## src/rtl/dram_arbiter_rr_pkg.sv

```systemverilog
// mem_pkg: shared constants for the DRAM arbiter slice.
//   CMD_READ / CMD_WRITE : encoding of the m_req_cmd / s_req_cmd bit.
//   mid_w()              : width of a master-ID tag, $clog2(N_MASTERS),
//                          clamped to at least one bit.
package mem_pkg;

  localparam logic CMD_READ  = 1'b1;
  localparam logic CMD_WRITE = 1'b0;

  function automatic int mid_w(input int n_masters);
    return (n_masters > 1) ? $clog2(n_masters) : 1;
  endfunction

endpackage

```

## src/rtl/dram_arbiter_rr_if.sv

```systemverilog
// dram_arbiter_rr_if: bundle of the master-side and DRAM-side buses around
// the round-robin DRAM arbiter.
//   m_req_* : N_MASTERS request channels (en/rdy/cmd, packed addr/data)
//   m_rsp_* : N_MASTERS response channels, one shared data bus
//   s_req_* : single forwarded request channel towards DRAM
//   s_rsp_* : single response channel from DRAM
// Handshake rule for every *_en/*_rdy pair: a beat transfers on the rising
// clock edge where en and rdy are both 1; once en is raised the sender keeps
// en and the payload stable until that edge, and rdy may depend
// combinationally on en.
// Modports:
//   slave  : the arbiter (accepts master requests, drives the DRAM side)
//   master : the environment (masters and DRAM model driving the arbiter)
interface dram_arbiter_rr_if #(
  parameter int N_MASTERS = 2,
  parameter int ADDR_W    = 32,
  parameter int DATA_W    = 32
) ();

  logic [N_MASTERS-1:0]        m_req_en;
  logic [N_MASTERS-1:0]        m_req_rdy;
  logic [N_MASTERS-1:0]        m_req_cmd;
  logic [N_MASTERS*ADDR_W-1:0] m_req_addr;
  logic [N_MASTERS*DATA_W-1:0] m_req_data;
  logic [N_MASTERS-1:0]        m_rsp_en;
  logic [N_MASTERS-1:0]        m_rsp_rdy;
  logic [DATA_W-1:0]           m_rsp_data;

  logic                        s_req_en;
  logic                        s_req_rdy;
  logic                        s_req_cmd;
  logic [ADDR_W-1:0]           s_req_addr;
  logic [DATA_W-1:0]           s_req_data;
  logic                        s_rsp_en;
  logic                        s_rsp_rdy;
  logic [DATA_W-1:0]           s_rsp_data;

  modport slave (
    input  m_req_en, m_req_cmd, m_req_addr, m_req_data, m_rsp_rdy,
    input  s_req_rdy, s_rsp_en, s_rsp_data,
    output m_req_rdy, m_rsp_en, m_rsp_data,
    output s_req_en, s_req_cmd, s_req_addr, s_req_data, s_rsp_rdy
  );

  modport master (
    output m_req_en, m_req_cmd, m_req_addr, m_req_data, m_rsp_rdy,
    output s_req_rdy, s_rsp_en, s_rsp_data,
    input  m_req_rdy, m_rsp_en, m_rsp_data,
    input  s_req_en, s_req_cmd, s_req_addr, s_req_data, s_rsp_rdy
  );

endinterface

```

## src/rtl/dram_arbiter_rr_tag_fifo.sv

```systemverilog
// tag_fifo: read-tag FIFO of the DRAM arbiter. Holds the master ID of every
// read sent to DRAM so responses can be routed back in order.
// Ports:
//   clk, rstn      : clock, asynchronous active-low reset
//   push_i, din_i  : write a tag (ignored when full)
//   pop_i          : drop the head tag (ignored when empty)
//   dout_o         : head tag, valid while empty_o is 0
//   full_o/empty_o : status, derived from the registered count
//   count_o        : tags currently held (pushes minus pops)
module tag_fifo #(
  parameter int WIDTH = 1,
  parameter int DEPTH = 32
) (
  input  logic                       clk,
  input  logic                       rstn,
  input  logic                       push_i,
  input  logic [WIDTH-1:0]           din_i,
  input  logic                       pop_i,
  output logic [WIDTH-1:0]           dout_o,
  output logic                       full_o,
  output logic                       empty_o,
  output logic [$clog2(DEPTH+1)-1:0] count_o
);

  localparam int PTR_W = $clog2(DEPTH);
  localparam int CNT_W = $clog2(DEPTH+1);

  logic [WIDTH-1:0] mem_q [DEPTH];
  logic [PTR_W-1:0] wr_ptr_q, wr_ptr_d;
  logic [PTR_W-1:0] rd_ptr_q, rd_ptr_d;
  logic [CNT_W-1:0] count_q, count_d;
  logic             do_push, do_pop;

  assign full_o  = (count_q == CNT_W'(DEPTH));
  assign empty_o = (count_q == '0);
  assign count_o = count_q;
  assign dout_o  = mem_q[rd_ptr_q];

  assign do_push = push_i & ~full_o;
  assign do_pop  = pop_i & ~empty_o;

  // DEPTH is a power of two, so pointers wrap by plain overflow.
  always_comb begin
    wr_ptr_d = wr_ptr_q;
    rd_ptr_d = rd_ptr_q;
    count_d  = count_q;
    if (do_push) wr_ptr_d = wr_ptr_q + PTR_W'(1);
    if (do_pop)  rd_ptr_d = rd_ptr_q + PTR_W'(1);
    case ({do_push, do_pop})
      2'b10:   count_d = count_q + CNT_W'(1);
      2'b01:   count_d = count_q - CNT_W'(1);
      default: count_d = count_q;
    endcase
  end

  always_ff @(posedge clk or negedge rstn) begin
    if (!rstn) begin
      wr_ptr_q <= '0;
      rd_ptr_q <= '0;
      count_q  <= '0;
    end else begin
      wr_ptr_q <= wr_ptr_d;
      rd_ptr_q <= rd_ptr_d;
      count_q  <= count_d;
    end
  end

  // Storage carries no reset; only the pointers define which entries are live.
  always_ff @(posedge clk) begin
    if (do_push) mem_q[wr_ptr_q] <= din_i;
  end

endmodule

```

## src/rtl/dram_arbiter_rr.sv

```systemverilog
// dram_arbiter_rr: round-robin arbiter sharing one DRAM port between
// N_MASTERS requesters (0 = icache, 1 = dcache, ...), with in-order routing
// of read responses through a tag FIFO.
// Ports:
//   clk, rstn      : clock, asynchronous active-low reset
//   bus            : dram_arbiter_rr_if.slave (master and DRAM channels)
//   rd_outstanding : reads sent to DRAM and not yet answered
//   err_unexp_rsp  : sticky, DRAM answered while no read was outstanding
module dram_arbiter_rr
  import mem_pkg::*;
#(
  parameter int N_MASTERS = 2,
  parameter int ADDR_W    = 32,
  parameter int DATA_W    = 32,
  parameter int RD_DEPTH  = 32
) (
  input  logic                          clk,
  input  logic                          rstn,
  dram_arbiter_rr_if.slave              bus,
  output logic [$clog2(RD_DEPTH+1)-1:0] rd_outstanding,
  output logic                          err_unexp_rsp
);

  localparam int MID_W = mid_w(N_MASTERS);
  localparam int CNT_W = $clog2(RD_DEPTH+1);

  logic [MID_W-1:0]     rr_ptr_q, rr_ptr_d;
  logic [MID_W-1:0]     gnt_q, gnt_d;
  logic                 lock_q, lock_d;
  logic                 err_q, err_d;

  logic                 found;
  logic [MID_W-1:0]     sel;
  logic                 sel_cmd;
  logic                 req_en;
  logic                 xfer;
  logic [N_MASTERS-1:0] req_rdy;

  logic                 fifo_push, fifo_pop, fifo_full, fifo_empty;
  logic [MID_W-1:0]     head;
  logic [CNT_W-1:0]     fifo_count;
  logic                 rsp_live;
  logic                 rsp_rdy;
  logic [N_MASTERS-1:0] rsp_en;

  // Grant selection. A grant that was presented but not taken (DRAM not
  // ready, or a read waiting for a free tag) stays locked, so the forwarded
  // request never changes under a pending handshake and a blocked read is
  // not overtaken by another master.
  always_comb begin
    found = 1'b0;
    sel   = rr_ptr_q;
    if (lock_q && bus.m_req_en[gnt_q]) begin
      found = 1'b1;
      sel   = gnt_q;
    end else begin
      for (int i = 0; i < N_MASTERS; i++) begin
        if (!found && bus.m_req_en[(int'(rr_ptr_q) + i) % N_MASTERS]) begin
          found = 1'b1;
          sel   = MID_W'((int'(rr_ptr_q) + i) % N_MASTERS);
        end
      end
    end
  end

  // Full is taken from the registered count, so a pop in the same cycle
  // does not unblock a read; this also keeps s_rsp_* out of the s_req_* path.
  assign sel_cmd = bus.m_req_cmd[sel];
  assign req_en  = rstn & found & ~((sel_cmd == CMD_READ) & fifo_full);
  assign xfer    = req_en & bus.s_req_rdy;

  always_comb begin
    req_rdy      = '0;
    req_rdy[sel] = xfer;
  end

  assign bus.s_req_en   = req_en;
  assign bus.s_req_cmd  = sel_cmd;
  assign bus.s_req_addr = bus.m_req_addr[int'(sel)*ADDR_W +: ADDR_W];
  assign bus.s_req_data = bus.m_req_data[int'(sel)*DATA_W +: DATA_W];
  assign bus.m_req_rdy  = req_rdy;

  // Next-state for the arbitration registers.
  always_comb begin
    rr_ptr_d = rr_ptr_q;
    gnt_d    = sel;
    lock_d   = found & ~xfer;
    if (xfer) begin
      rr_ptr_d = (sel == MID_W'(N_MASTERS-1)) ? '0 : sel + MID_W'(1);
    end
  end

  // Response routing follows the FIFO head combinationally.
  assign rsp_live = rstn & ~fifo_empty;
  assign rsp_rdy  = rsp_live & bus.m_rsp_rdy[head];

  always_comb begin
    rsp_en       = '0;
    rsp_en[head] = rsp_live & bus.s_rsp_en;
  end

  assign bus.m_rsp_en   = rsp_en;
  assign bus.m_rsp_data = bus.s_rsp_data;
  assign bus.s_rsp_rdy  = rsp_rdy;

  assign fifo_push = xfer & (sel_cmd == CMD_READ);
  assign fifo_pop  = bus.s_rsp_en & rsp_rdy;

  assign err_d = err_q | (bus.s_rsp_en & fifo_empty);

  always_ff @(posedge clk or negedge rstn) begin
    if (!rstn) begin
      rr_ptr_q <= '0;
      gnt_q    <= '0;
      lock_q   <= 1'b0;
      err_q    <= 1'b0;
    end else begin
      rr_ptr_q <= rr_ptr_d;
      gnt_q    <= gnt_d;
      lock_q   <= lock_d;
      err_q    <= err_d;
    end
  end

  tag_fifo #(
    .WIDTH (MID_W),
    .DEPTH (RD_DEPTH)
  ) u_tag_fifo (
    .clk     (clk),
    .rstn    (rstn),
    .push_i  (fifo_push),
    .din_i   (sel),
    .pop_i   (fifo_pop),
    .dout_o  (head),
    .full_o  (fifo_full),
    .empty_o (fifo_empty),
    .count_o (fifo_count)
  );

  assign rd_outstanding = fifo_count;
  assign err_unexp_rsp  = err_q;

endmodule

```

## src/flat_wrapper.sv

```systemverilog
// flat-port wrapper written by rule: the top's interface ports become plain ports
module dram_arbiter_rr_flat import mem_pkg::*;
#(
  parameter int N_MASTERS = 2,
  parameter int ADDR_W    = 32,
  parameter int DATA_W    = 32,
  parameter int RD_DEPTH  = 32
)
  (clk, rstn, rd_outstanding, err_unexp_rsp, bus_m_req_en, bus_m_req_cmd, bus_m_req_addr, bus_m_req_data, bus_m_rsp_rdy, bus_s_req_rdy, bus_s_rsp_en, bus_s_rsp_data, bus_m_req_rdy, bus_m_rsp_en, bus_m_rsp_data, bus_s_req_en, bus_s_req_cmd, bus_s_req_addr, bus_s_req_data, bus_s_rsp_rdy);
  dram_arbiter_rr_if #(.N_MASTERS(N_MASTERS), .ADDR_W(ADDR_W), .DATA_W(DATA_W)) bus_i ();
  input  logic clk;
  input  logic rstn;
  output logic [$clog2(RD_DEPTH+1)-1:0] rd_outstanding;
  output logic err_unexp_rsp;
  input wire logic [$bits(bus_i.m_req_en)-1:0] bus_m_req_en;
  input wire logic [$bits(bus_i.m_req_cmd)-1:0] bus_m_req_cmd;
  input wire logic [$bits(bus_i.m_req_addr)-1:0] bus_m_req_addr;
  input wire logic [$bits(bus_i.m_req_data)-1:0] bus_m_req_data;
  input wire logic [$bits(bus_i.m_rsp_rdy)-1:0] bus_m_rsp_rdy;
  input wire logic [$bits(bus_i.s_req_rdy)-1:0] bus_s_req_rdy;
  input wire logic [$bits(bus_i.s_rsp_en)-1:0] bus_s_rsp_en;
  input wire logic [$bits(bus_i.s_rsp_data)-1:0] bus_s_rsp_data;
  output wire logic [$bits(bus_i.m_req_rdy)-1:0] bus_m_req_rdy;
  output wire logic [$bits(bus_i.m_rsp_en)-1:0] bus_m_rsp_en;
  output wire logic [$bits(bus_i.m_rsp_data)-1:0] bus_m_rsp_data;
  output wire logic [$bits(bus_i.s_req_en)-1:0] bus_s_req_en;
  output wire logic [$bits(bus_i.s_req_cmd)-1:0] bus_s_req_cmd;
  output wire logic [$bits(bus_i.s_req_addr)-1:0] bus_s_req_addr;
  output wire logic [$bits(bus_i.s_req_data)-1:0] bus_s_req_data;
  output wire logic [$bits(bus_i.s_rsp_rdy)-1:0] bus_s_rsp_rdy;
  assign bus_i.m_req_en = bus_m_req_en;
  assign bus_i.m_req_cmd = bus_m_req_cmd;
  assign bus_i.m_req_addr = bus_m_req_addr;
  assign bus_i.m_req_data = bus_m_req_data;
  assign bus_i.m_rsp_rdy = bus_m_rsp_rdy;
  assign bus_i.s_req_rdy = bus_s_req_rdy;
  assign bus_i.s_rsp_en = bus_s_rsp_en;
  assign bus_i.s_rsp_data = bus_s_rsp_data;
  assign bus_m_req_rdy = bus_i.m_req_rdy;
  assign bus_m_rsp_en = bus_i.m_rsp_en;
  assign bus_m_rsp_data = bus_i.m_rsp_data;
  assign bus_s_req_en = bus_i.s_req_en;
  assign bus_s_req_cmd = bus_i.s_req_cmd;
  assign bus_s_req_addr = bus_i.s_req_addr;
  assign bus_s_req_data = bus_i.s_req_data;
  assign bus_s_rsp_rdy = bus_i.s_rsp_rdy;
  dram_arbiter_rr #(.N_MASTERS(N_MASTERS), .ADDR_W(ADDR_W), .DATA_W(DATA_W), .RD_DEPTH(RD_DEPTH)) u_core (.clk(clk), .rstn(rstn), .bus(bus_i), .rd_outstanding(rd_outstanding), .err_unexp_rsp(err_unexp_rsp));
endmodule
```

## config.mk

```make
export PLATFORM = sky130hd
export DESIGN_NAME = dram_arbiter_rr_flat
export DESIGN_NICKNAME = d
export VERILOG_FILES = /design/src/rtl/dram_arbiter_rr_pkg.sv /design/src/rtl/dram_arbiter_rr_if.sv /design/src/rtl/dram_arbiter_rr_tag_fifo.sv /design/src/rtl/dram_arbiter_rr.sv /design/src/flat_wrapper.sv
export SDC_FILE = /design/constraint.sdc
export NUM_CORES = 1
export LEC_CHECK = 0
export ABC_AREA = 1
export CAP_MARGIN = 20
export CORE_AREA = 2 2 110 112
export DETAILED_ROUTE_END_ITERATION = 6
export DIE_AREA = 0 0 112 114
export DONT_BUFFER_PORTS = 1
export GPL_TIMING_DRIVEN = 0
export PLACE_DENSITY = 0.45
export SYNTH_ARGS = -nofsm -noshare
export SYNTH_HDL_FRONTEND = slang
export SYNTH_SLANG_ARGS = --single-unit
export TNS_END_PERCENT = 5
```

## constraint.sdc

```tcl
create_clock -name clk -period 6.6 [get_ports clk]
set_input_delay 0.33 -clock clk [delete_from_list [all_inputs] [get_ports clk]]
set_output_delay 0.33 -clock clk [all_outputs]
set_load 0.05 [all_outputs]
```

### Word level (Yosys, flattened, before mapping)

Memory sizes are Yosys's and may differ from the RTL's.
Cells that the tools add are included.

| word-level totals | value |
|---|---|
| register bits | 20 |
| memory bits (writable) | 32 |
| bits of input ports | 170 |
| logic and storage cells | 79 |
| memories kept | 1 |

Memories:

| memory | depth | bits a word | rd ports | clocked after Yosys merged registers in | write ports | RTL line | RTL |
|---|---|---|---|---|---|---|---|
| u_core.u_tag_fifo.mem_q | 32 | 1 | 1 | 0 | 1 | dram_arbiter_rr_tag_fifo.sv:28 | `logic [WIDTH-1:0] mem_q [DEPTH];` |

| operators by class | value |
|---|---|
| $add $sub $neg | 6 |
| order comparisons | 7 |
| equality and inequality tests | 3 |
| shift operators | 2 |
| multiplexer cells | 25 |
| bitwise gates (word level) | 21 |
| reduce and logical (&&, ||, !) cells | 7 |

Operators by type and width:

| operator | number |
|---|---|
| $shiftx 64x7->32 | 2 |
| $mux 1 | 22 |
| $and 1x1->1 | 13 |
| $pmux 6 s2 | 1 |
| $add 5x1->5 const B | 2 |
| $lt 1x2->1 const B | 4 |
| $add 6x1->6 const B | 1 |
| $eq 6x6->1 const B | 1 |
| $logic_not 6->1 | 1 |
| $sub 6x1->6 const B | 1 |
| $and 2x2->2 | 2 |
| $logic_and 1x1->1 | 4 |
| $not 1->1 | 4 |
| $lt 2x3->1 const B | 1 |
| $add 1x1->1 const B | 2 |
| $demux 1 s1 | 2 |
| $eq 2x1->1 const B | 1 |
| $eq 2x2->1 const B | 1 |
| $ge 1x1->1 const B | 2 |
| $reduce_bool 2->1 | 1 |
| $and 1x1->1 const A | 1 |
| $logic_not 1->1 | 1 |
| $or 1x1->1 | 1 |

### Longest topological paths before layout

Gate-level depths: netlist (run 1).

| depth | value |
|---|---|
| word-level depth | 18 |
| mapped depth | 22 |
| gate-level depth less buffers | 21 |

### Modules after synthesis

Synthesis (run 1) repeated with hierarchy kept, for this count alone.

| unflattened totals | value |
|---|---|
| cell total of the unflattened synthesis | 569 |
| area total of the unflattened synthesis | 3,971.3 µm² |

By module, submodules not included:

| module | instances | cells each | area an instance (µm²) |
|---|---|---|---|
| tag_fifo | 1 | 286 | 2,602.5 |
| dram_arbiter_rr | 1 | 283 | 1,368.8 |

### Worst setup path after synthesis (run 1)

No wires, ideal clock.

| timing | value |
|---|---|
| path type | reg2reg |
| start point | register u_core.u_tag_fifo.count_q[0], in the netlist u_core.u_tag_fifo.count_o[0] |
| end point | register u_core.u_tag_fifo.count_q[4], in the netlist u_core.u_tag_fifo.count_o[4] |
| setup time | 0.082 ns |
| data arrival time | 2.766 ns |
| data required time | 6.518 ns |
| slack | 3.752 ns |
| stages on the path, launching flop included | 16 |
| buffers on the path | 0 |
| clock period less this slack | 2.848 ns |
| cell sequence | dfrtp_1 nor4_2 nand3_1 nand2_1 nor2_1 nand3_2 inv_2 ha_1 inv_1 fa_1 inv_1 nand2_1 nand2_1 a21oi_1 or2_2 a31oi_1 |

| between the ends | value |
|---|---|
| elaborated cells between the ends (all ways) | 20 |
| classes of those cells | 2 x add/sub; 3 x eq/ne; 1 x mux; 12 x bitwise; 2 x reduce/logical |

RTL lines:

| what | RTL line | RTL |
|---|---|---|
| from (decl) | dram_arbiter_rr_tag_fifo.sv:31 | `logic [CNT_W-1:0] count_q, count_d;` |
| from (signal assigned) | dram_arbiter_rr_tag_fifo.sv:64 | `count_q <= count_d;` |
| $logic_not 6->1 (*) | dram_arbiter_rr_tag_fifo.sv:35 | `assign empty_o = (count_q == '0);` |
| $not 1->1 (*) | dram_arbiter_rr_tag_fifo.sv:40, dram_arbiter_rr.sv:94 |  |
| $and 1x1->1 | dram_arbiter_rr.sv:94 | `assign rsp_live = rstn & ~fifo_empty;` |
| $and 1x1->1 | dram_arbiter_rr.sv:95 | `assign rsp_rdy = rsp_live & bus.m_rsp_rdy[head];` |
| $and 1x1->1 | dram_arbiter_rr.sv:107 | `assign fifo_pop = bus.s_rsp_en & rsp_rdy;` |
| $and 1x1->1 (*) | dram_arbiter_rr_tag_fifo.sv:40 | `assign do_pop = pop_i & ~empty_o;` |
| net u_core.u_tag_fifo.do_pop | dram_arbiter_rr_tag_fifo.sv:32 | `logic do_push, do_pop;` |
| $eq 2x1->1 / $eq 2x2->1 (equally long branches) | dram_arbiter_rr_tag_fifo.sv:49 | `case ({do_push, do_pop})` |
| $pmux 6 s2 / $reduce_bool 2->1 (equally long branches) | - |  |

The timed path passes the listed nets; every way through them passes the cells marked *.
A chain may end at the register's enable or synchronous reset.

### Worst setup path after layout (run 1)

Ends and elaborated chain as after synthesis.

==> impl_metrics.csv, run 1 <==
group,metric,value,unit
outcome,outcome,"complete, no violations",
route,first_pass_iters,4,
timing,finalHoldWorstSlack,0.183,ns
yosys,yosysSeqAreaShare,37.9,%
cts,clockBufferDepth,2,
global_route,busiest_layer,"met2",
min_path,hp-class,"input port to flip-flop",
timing,clock.fmax,290,MHz
critical_path,crit_path_start,"u_core.u_tag_fifo.count_o[0]",
yosys,async_flop_share,38.5,%
critical_path,max_stage_delay,0.74,ns
yosys,synth.cell_area,3860,um2
yosys,syn_nets,745,
critical_path,slowest_stage,"dfrtp_1",
global_route,grt_use_total,19.5,%
die,die_area,12800,um2
power,irDropWorstVdd,172,uV
route,wl_per_cell,18.0,um
final_layout,utilization,36.3,%
final_layout,final_area,4250,um2
global_route,gr-usage-met2,31.2,%
die,rows,40,
power,pwr_density_cell,402,nW/um2
global_route,grt_use_met1,28.9,%
yosys,avgSynthCellArea,6.84,um2
timing,period_minus_slack,3.44,ns
route,via_count,3559,
yosys,synth_area_leaders,"nand2_1 27%, edfxtp_1 25%, dfrtp_1 13%",
global_route,use_met3,2.98,%
cts,clk_pin_slew,0.07,ns
yosys,synth_seq_cells,52,
min_path,min_from,"bus_m_req_en[0]",
place,io_buffers,0,
route,drtIter0Drc,346,
die,initial_utilization,32.9,%
yosys,synth-edff-count,32,
final_layout,nFillCells,1261,
critical_path,worstPathMaxFanout,7,
place,post-place-ws,3.16,ns
route,ant_nets,0,
yosys,syn_inst,564,
cts,numCtsBuffers,5,
global_route,first_global_vias,3289,
critical_path,cp-end-kind,"flip-flop",
critical_path,required,6.81,ns
timing,relSlewSlack,31.4,%
route,wirelength,13000,um
critical_path,cp_cell_sequence,"nor4_2, nand3_1, nand2_1, nor2_1, nand3_2, inv_2, ha_1, inv_1, fa_1, inv_1, nand2_1, nand2_1, a21oi_1, or2_2, a31oi_1",
yosys,synth.distinct_cells,33,
final_layout,layout.nets,754,
timing,rsz0062_at_grt,"false",
die,core,11700,um2
final_layout,num_antenna_cells,0,
cts,cts_tree,"yes",
critical_path,cp-start-kind,"flip-flop",
global_route,grt_max_degree,43,
route,routed_via_density,4.94,
critical_path,timing.rr.start,"u_core.u_tag_fifo.count_o[0]",
yosys,synthFlopType,"edfxtp_1",
timing,clock_skew,0.00475,ns
yosys,synth_top_area_share,26.8,%
cts,cts_sinks,52,
final_layout,area_growth,10.1,%
cts,cts-resized-gates,0,
critical_path,worst_path_most_repeated_cell,"nand2_1",
global_route,grt_pass1_wl,19100,um
timing,worstMarginPinSlew,1.03,ns
final_layout,drive_gt1_share,12.7,%
yosys,yosys_warnings,0,
cts,cts-root-buf,"clkbuf_16",
die,ioPinCount,280,
cts,cts.htree.levels,2,
die,die_w,112,um
place,gp_congestion,0.820,
timing,period_share,52.2,%
yosys,yosysTopAreaCell,"nand2_1",
place,hpwl,10500,um
route,drc_errors,0,
timing,setup_slack,3.16,ns
global_route,antenna_found_initial,0,
timing,setup_viol,0,
timing,finalMaxSlewViolations,0,
power,p_leak,2.16,nW
place,placed_cell_area,4040,um2
timing,setup_tns,0,ns
timing,final-hold-violation-count,0,
critical_path,cp.arrival,3.65,ns
global_route,overflow,0,
die,die_h,114,um
critical_path,worstSetupPathType,"flip-flop to flip-flop",
cts,clk_latency,0.29,ns
flow_run,drv_cap,0,
-- timing repair --
action                     4_1_cts  5_1_grt
hold endpoints to repair        20        0
setup endpoints to repair        0        0
hold buffers                     1        0
buffers inserted                 0        0
-- logic make-up (layout without fill, tap and decap cells) --
kind of cell,after synthesis,in the layout,share of synthesized area [%]
fa+ha+maj,11,11,3.76
buf+inv,98,108,13.5
compound gates,18,18,2.82
xor+xnor,7,7,1.59
flops,52,52,37.9
simple gates,378,378,40.5
-- report_power, final --
part | internal (mW) | leakage (nW) | switching, mW | total [mW]
Combinational | 0.197 | 1.54 | 0.697 | 0.894
Clock | 0.178 | 0.0798 | 0.115 | 0.293
Sequential | 0.399 | 0.537 | 0.123 | 0.522
-- final cells by class --
type	instances	area, um2	share of cell area, %
inverter	46	175	4.12
timing repair buffer	2	37.5	0.883
sequential	52	1460	34.4
multi-input combinational	414	1880	44.2
clock inverter	3	42.5	1.00
tap	147	184	4.33
clock buffer	5	125	2.94
buffer	52	345	8.13
-- critical path: cells and delay by family, from the launching register on --
kind / cells / cell delay, ns
and+or+nand+nor: 8 / 1.46
DFF: 1 / 0.74
AOI/OAI and AO/OA: 2 / 0.22
buffers and inverters: 3 / 0.27
adders and majority gates: 2 / 0.67
-- through the flow --
stage	cells	total power, mW
finish	721	1.71
CTS	720	1.72
global placement	711	1.41
floorplan	564	1.26
global route	721	1.82
detailed placement	711	1.42
-- worst paths after layout --
kind | endpoint | slack [ns] | cells past startpoint
max | u_core.u_tag_fifo.count_o[4] | 3.16 | 15
min | u_core.lock_q | 0.18 | 2
max reg2reg | u_core.u_tag_fifo.count_o[4] | 3.16 | 15
min reg2reg | u_core.rr_ptr_q | 0.52 | 2
max in group asynchronous | u_core.u_tag_fifo.wr_ptr_q[2] | 5.84 | 2
min in group asynchronous | u_core.u_tag_fifo.rd_ptr_q[1] | 0.37 | 1
-- per-layer routing --
metal | part of all wire, % | up-vias
met2 | 47 | 160
met5 | 0 | -
met1 | 46 | 1662
li1 | - | 1728
met3 | 6.7 | 9
met4 | 0.72 | 0
-- sequential cells by signal, summed over array words and instances, names as in the netlist --
name                        flops
u_core.lock_q                   1
u_core.rr_ptr_q                 1
u_core.gnt_q                    1
u_core.u_tag_fifo.rd_ptr_q      5
u_core.err_unexp_rsp            1
u_core.u_tag_fifo.mem_q        32
u_core.u_tag_fifo.count_o       6
u_core.u_tag_fifo.wr_ptr_q      5
-- cells in the mapped netlist (2+ instances only) --
library cell  number
xnor2_1            2
nand2_2            5
xor2_1             5
buf_6              3
inv_1             39
clkbuf_1           6
inv_2              6
nand2_4            5
a21oi_1            5
o21ai_0            5
ha_1              10
nor2_1            46
buf_1              6
o21bai_1           2
buf_4             32
o21ai_1            2
buf_2              5
nand2_1          275
nand3_1           41
edfxtp_1          32
dfrtp_1           20
-- cell usage in the layout, fill, tap and decap left out, drive strengths merged --
master,synthesis,routed
a21oi,5,5
a31oi,1,1
buf,46,47
bufinv,0,1
clkbuf,6,11
clkinv,0,1
clkinvlp,0,1
dfrtp,20,20
dlygate4sd3,0,1
edfxtp,32,32
fa,1,1
ha,10,10
inv,46,46
nand2,285,285
nand3,42,42
nand4,1,1
nor2,46,46
nor3,2,2
nor4,1,1
o211ai,2,2
o21a,1,1
o21ai,7,7
o21bai,2,2
or2,1,1
xnor2,2,2
xor2,5,5
Power figures use the tool's default switching activity.
==> run 2, diff against run 1 <==
Settings changed: ABC_AREA 1 to 0, CORE_AREA 2 2 110 112 to 2 2 107 109, DIE_AREA 0 0 112 114 to 0 0 109 111, PLACE_DENSITY 0.45 to 0.47.
Clock period 6.6 ns to 2.9 ns, I/O delays scaled along.
==> impl_metrics.csv, run 2 <==
group,metric,value,unit
outcome,outcome,"finished, violations left",
outcome,violations,"setup timing",
yosys,yosysTopAreaCell,"edfxtp_1",
critical_path,timing.rr.end,"u_core.u_tag_fifo.count_o[5]",
timing,relSlewSlack,47.8,%
timing,rsz0062_at_grt,"true",
final_layout,drive_gt1_share,17.5,%
place,gp_congestion,0.992,
final_layout,layout_common_cells,"206 x nand2_1, 39 x buf_4, 37 x nor2_1",
timing,period_minus_slack,3.35,ns
global_route,grt_pass1_wl,20100,um
timing,setup_viol,6,
place,io_buffers,0,
power,irDropWorstVdd,509,uV
route,first_pass_iters,4,
cts,clk_pin_slew,0.07,ns
timing,worstMarginPinSlew,0.783,ns
global_route,use_met3,10.4,%
yosys,synth_seq_cells,52,
final_layout,top_register,"u_core.u_tag_fifo.mem_q",
route,wirelength,14300,um
critical_path,worstPathMaxFanout,5,
power,total_power,4.52,mW
yosys,syn_nets,647,
yosys,yosysMostFrequentCell,"nand2_1",
min_path,min_from,"bus_m_rsp_rdy[1]",
global_route,busiest_layer,"met1",
yosys,avgSynthCellArea,7.88,um2
die,initial_utilization,33.1,%
yosys,yosys-top-cells-count,"207 x nand2_1, 39 x nor2_1, 33 x buf_4, 32 x edfxtp_1, 20 x dfrtp_1",
cts,clk_latency,0.29,ns
die,die_h,111,um
global_route,overflow,0,
timing,setup_slack,-0.451,ns
die,ioPinCount,280,
global_route,gr-usage-met2,31.7,%
timing,period_share,116,%
min_path,hp-class,"input port to flip-flop",
place,placed_cell_area,3910,um2
yosys,synthFlopType,"edfxtp_1",
global_route,grt_max_degree,43,
final_layout,final_area,4260,um2
place,hpwl,11900,um
critical_path,cp-endpoint,"u_core.u_tag_fifo.count_o[5]",
final_layout,largest_reg_flops,32,
die,core,11100,um2
yosys,yosys_warnings,0,
cts,numCtsBuffers,5,
global_route,antenna_found_initial,4,
timing,final-hold-violation-count,0,
timing,clock.fmax,298,MHz
critical_path,r2r_cells,15,
route,drtIter0Drc,232,
critical_path,cp-end-kind,"flip-flop",
final_layout,final_common_cell,"nand2_1",
route,drc_errors,0,
critical_path,worstSetupPathType,"flip-flop to flip-flop",
yosys,synth_area_leaders,"edfxtp_1 26%, nand2_1 21%, dfrtp_1 14%",
final_layout,utilization,38.5,%
final_layout,area_growth,16.2,%
critical_path,regToRegSetupSlack,-0.45,ns
yosys,synth_top_area_share,26.2,%
yosys,synth.distinct_cells,43,
flow_run,drv_cap,0,
critical_path,crit_path_start,"u_core.u_tag_fifo.rd_ptr_q[1]",
critical_path,cp-start-kind,"flip-flop",
timing,clock_skew,0.00891,ns
global_route,grt_use_total,23.0,%
cts,clockBufferDepth,2,
route,ant_nets,0,
critical_path,cp.arrival,3.51,ns
die,die_area,12100,um2
yosys,synth.cell_area,3670,um2
cts,cts.htree.levels,2,
yosys,async_flop_share,38.5,%
yosys,syn_inst,466,
die,rows,39,
die,die_w,109,um
timing,finalMaxSlewViolations,0,
critical_path,required,3.06,ns
power,pwr_density_cell,1060,nW/um2
final_layout,layout.nets,665,
route,via_count,3161,
cts,cts-root-buf,"clkbuf_16",
yosys,yosysSeqAreaShare,39.8,%
power,p_leak,1.93,nW
route,routed_via_density,5.03,
cts,cts_sinks,52,
critical_path,timing.rr.start,"u_core.u_tag_fifo.rd_ptr_q[1]",
global_route,first_global_vias,3084,
final_layout,nFillCells,1153,
yosys,synth-edff-count,32,
cts,cts_tree,"yes",
route,wl_per_cell,22.7,um
global_route,grt_use_met1,33.2,%
[run 2: cell types whose count changed in the layout (fill, tap and decap cells not counted), moves of 5 or more]
cell	previous run	this run
clkbuf_1	5	15
nand3_1	41	9
mux2i_1	0	13
nand2_1	275	206
nand2_4	5	0
nor2_1	46	37
inv_1	39	10
buf_4	32	39
inv_2	6	0
[run 2: worst min-delay path by stage]
stage / endpoint / cells past startpoint
2_1_floorplan: u_core.err_unexp_rsp / 0
3_3_place_gp: u_core.u_tag_fifo.rd_ptr_q[4] / 0
3_5_place_dp: u_core.u_tag_fifo.rd_ptr_q[2] / 0
4_1_cts: u_core.u_tag_fifo.rd_ptr_q[3] / 3
5_1_grt: u_core.u_tag_fifo.rd_ptr_q[3] / 3
6_report: u_core.u_tag_fifo.rd_ptr_q[3] / 3
[run 2: repair_timing]
| item | in CTS | in global routing |
|---|---|---|
| buffers inserted | 7 | 0 |
| pin swaps | 5 | 3 |
| endpoints found under the setup margin | 31 | 48 |
| hold endpoints to repair | 22 | 0 |
| gates resized for setup | 12 | 10 |
| hold buffers | 4 | 0 |
[run 2: layout make-up]
class,instances,area (um2),share of cell area (%)
buffer,56,360,8.45
inverter,10,37.5,0.880
clock inverter,3,46.3,1.09
timing repair buffer,12,104,2.44
sequential,52,1470,34.4
tap,143,179,4.20
antenna,1,2.50,0.0587
multi-input combinational,347,1940,45.6
clock buffer,5,125,2.93
[run 2: metal layers]
metal / wire length (um) / share of wire [%] / vias up
li1: - / - / 1513
met1: 6390 / 45 / 1472
met2: 5980 / 42 / 154
met3: 1730 / 12 / 16
met4: 160 / 1.1 / 6
met5: 37 / 0.26 / -
[run 2: cells by family (layout without fill, tap and decap cells)]
kind of cell,count (synthesis),count (layout),synth area share (%)
other,0,1,0
buffers and inverters,67,86,10.5
AO/OA/AOI/OAI,21,21,3.68
adder cells (fa/ha/maj),11,11,3.96
AND/OR/NAND/NOR,279,279,31.0
flip-flops,52,52,39.8
multiplexers,23,23,7.91
XOR/XNOR,13,13,3.10
[run 2: report_power, final]
| part | total [mW] | internal [mW] | switching (mW) |
|---|---|---|---|
| combinational | 2.61 | 0.732 | 1.87 |
| clock | 0.686 | 0.411 | 0.276 |
| sequential | 1.22 | 0.938 | 0.286 |
[run 2: through the flow]
step	hold WS [ns]	setup TNS [ns]	setup slack, ns	cells
4_1_cts	0.140	-1.40	-0.471	627
3_3_place_gp	-0.150	-3.52	-0.679	609
5_1_grt	0.164	-1.87	-0.594	628
2_1_floorplan	-0.151	-0.886	-0.340	466
3_5_place_dp	-0.150	-3.25	-0.690	609
6_report	0.146	-0.995	-0.451	629
[run 2: worst max-delay path, stage by stage, from the launching register on]
cell and delay [ns]:
dfrtp_1 0.36, buf_6 0.15, mux4_2 0.52, mux2_4 0.28, nand3_2 0.06, and4_1 0.19, buf_6 0.12, mux2i_4 0.26
ha_4 0.20, ha_4 0.20, a21o_1 0.16, a21oi_2 0.14, o21bai_1 0.08, a21oi_1 0.15, mux2i_1 0.26, xnor2_1 0.08
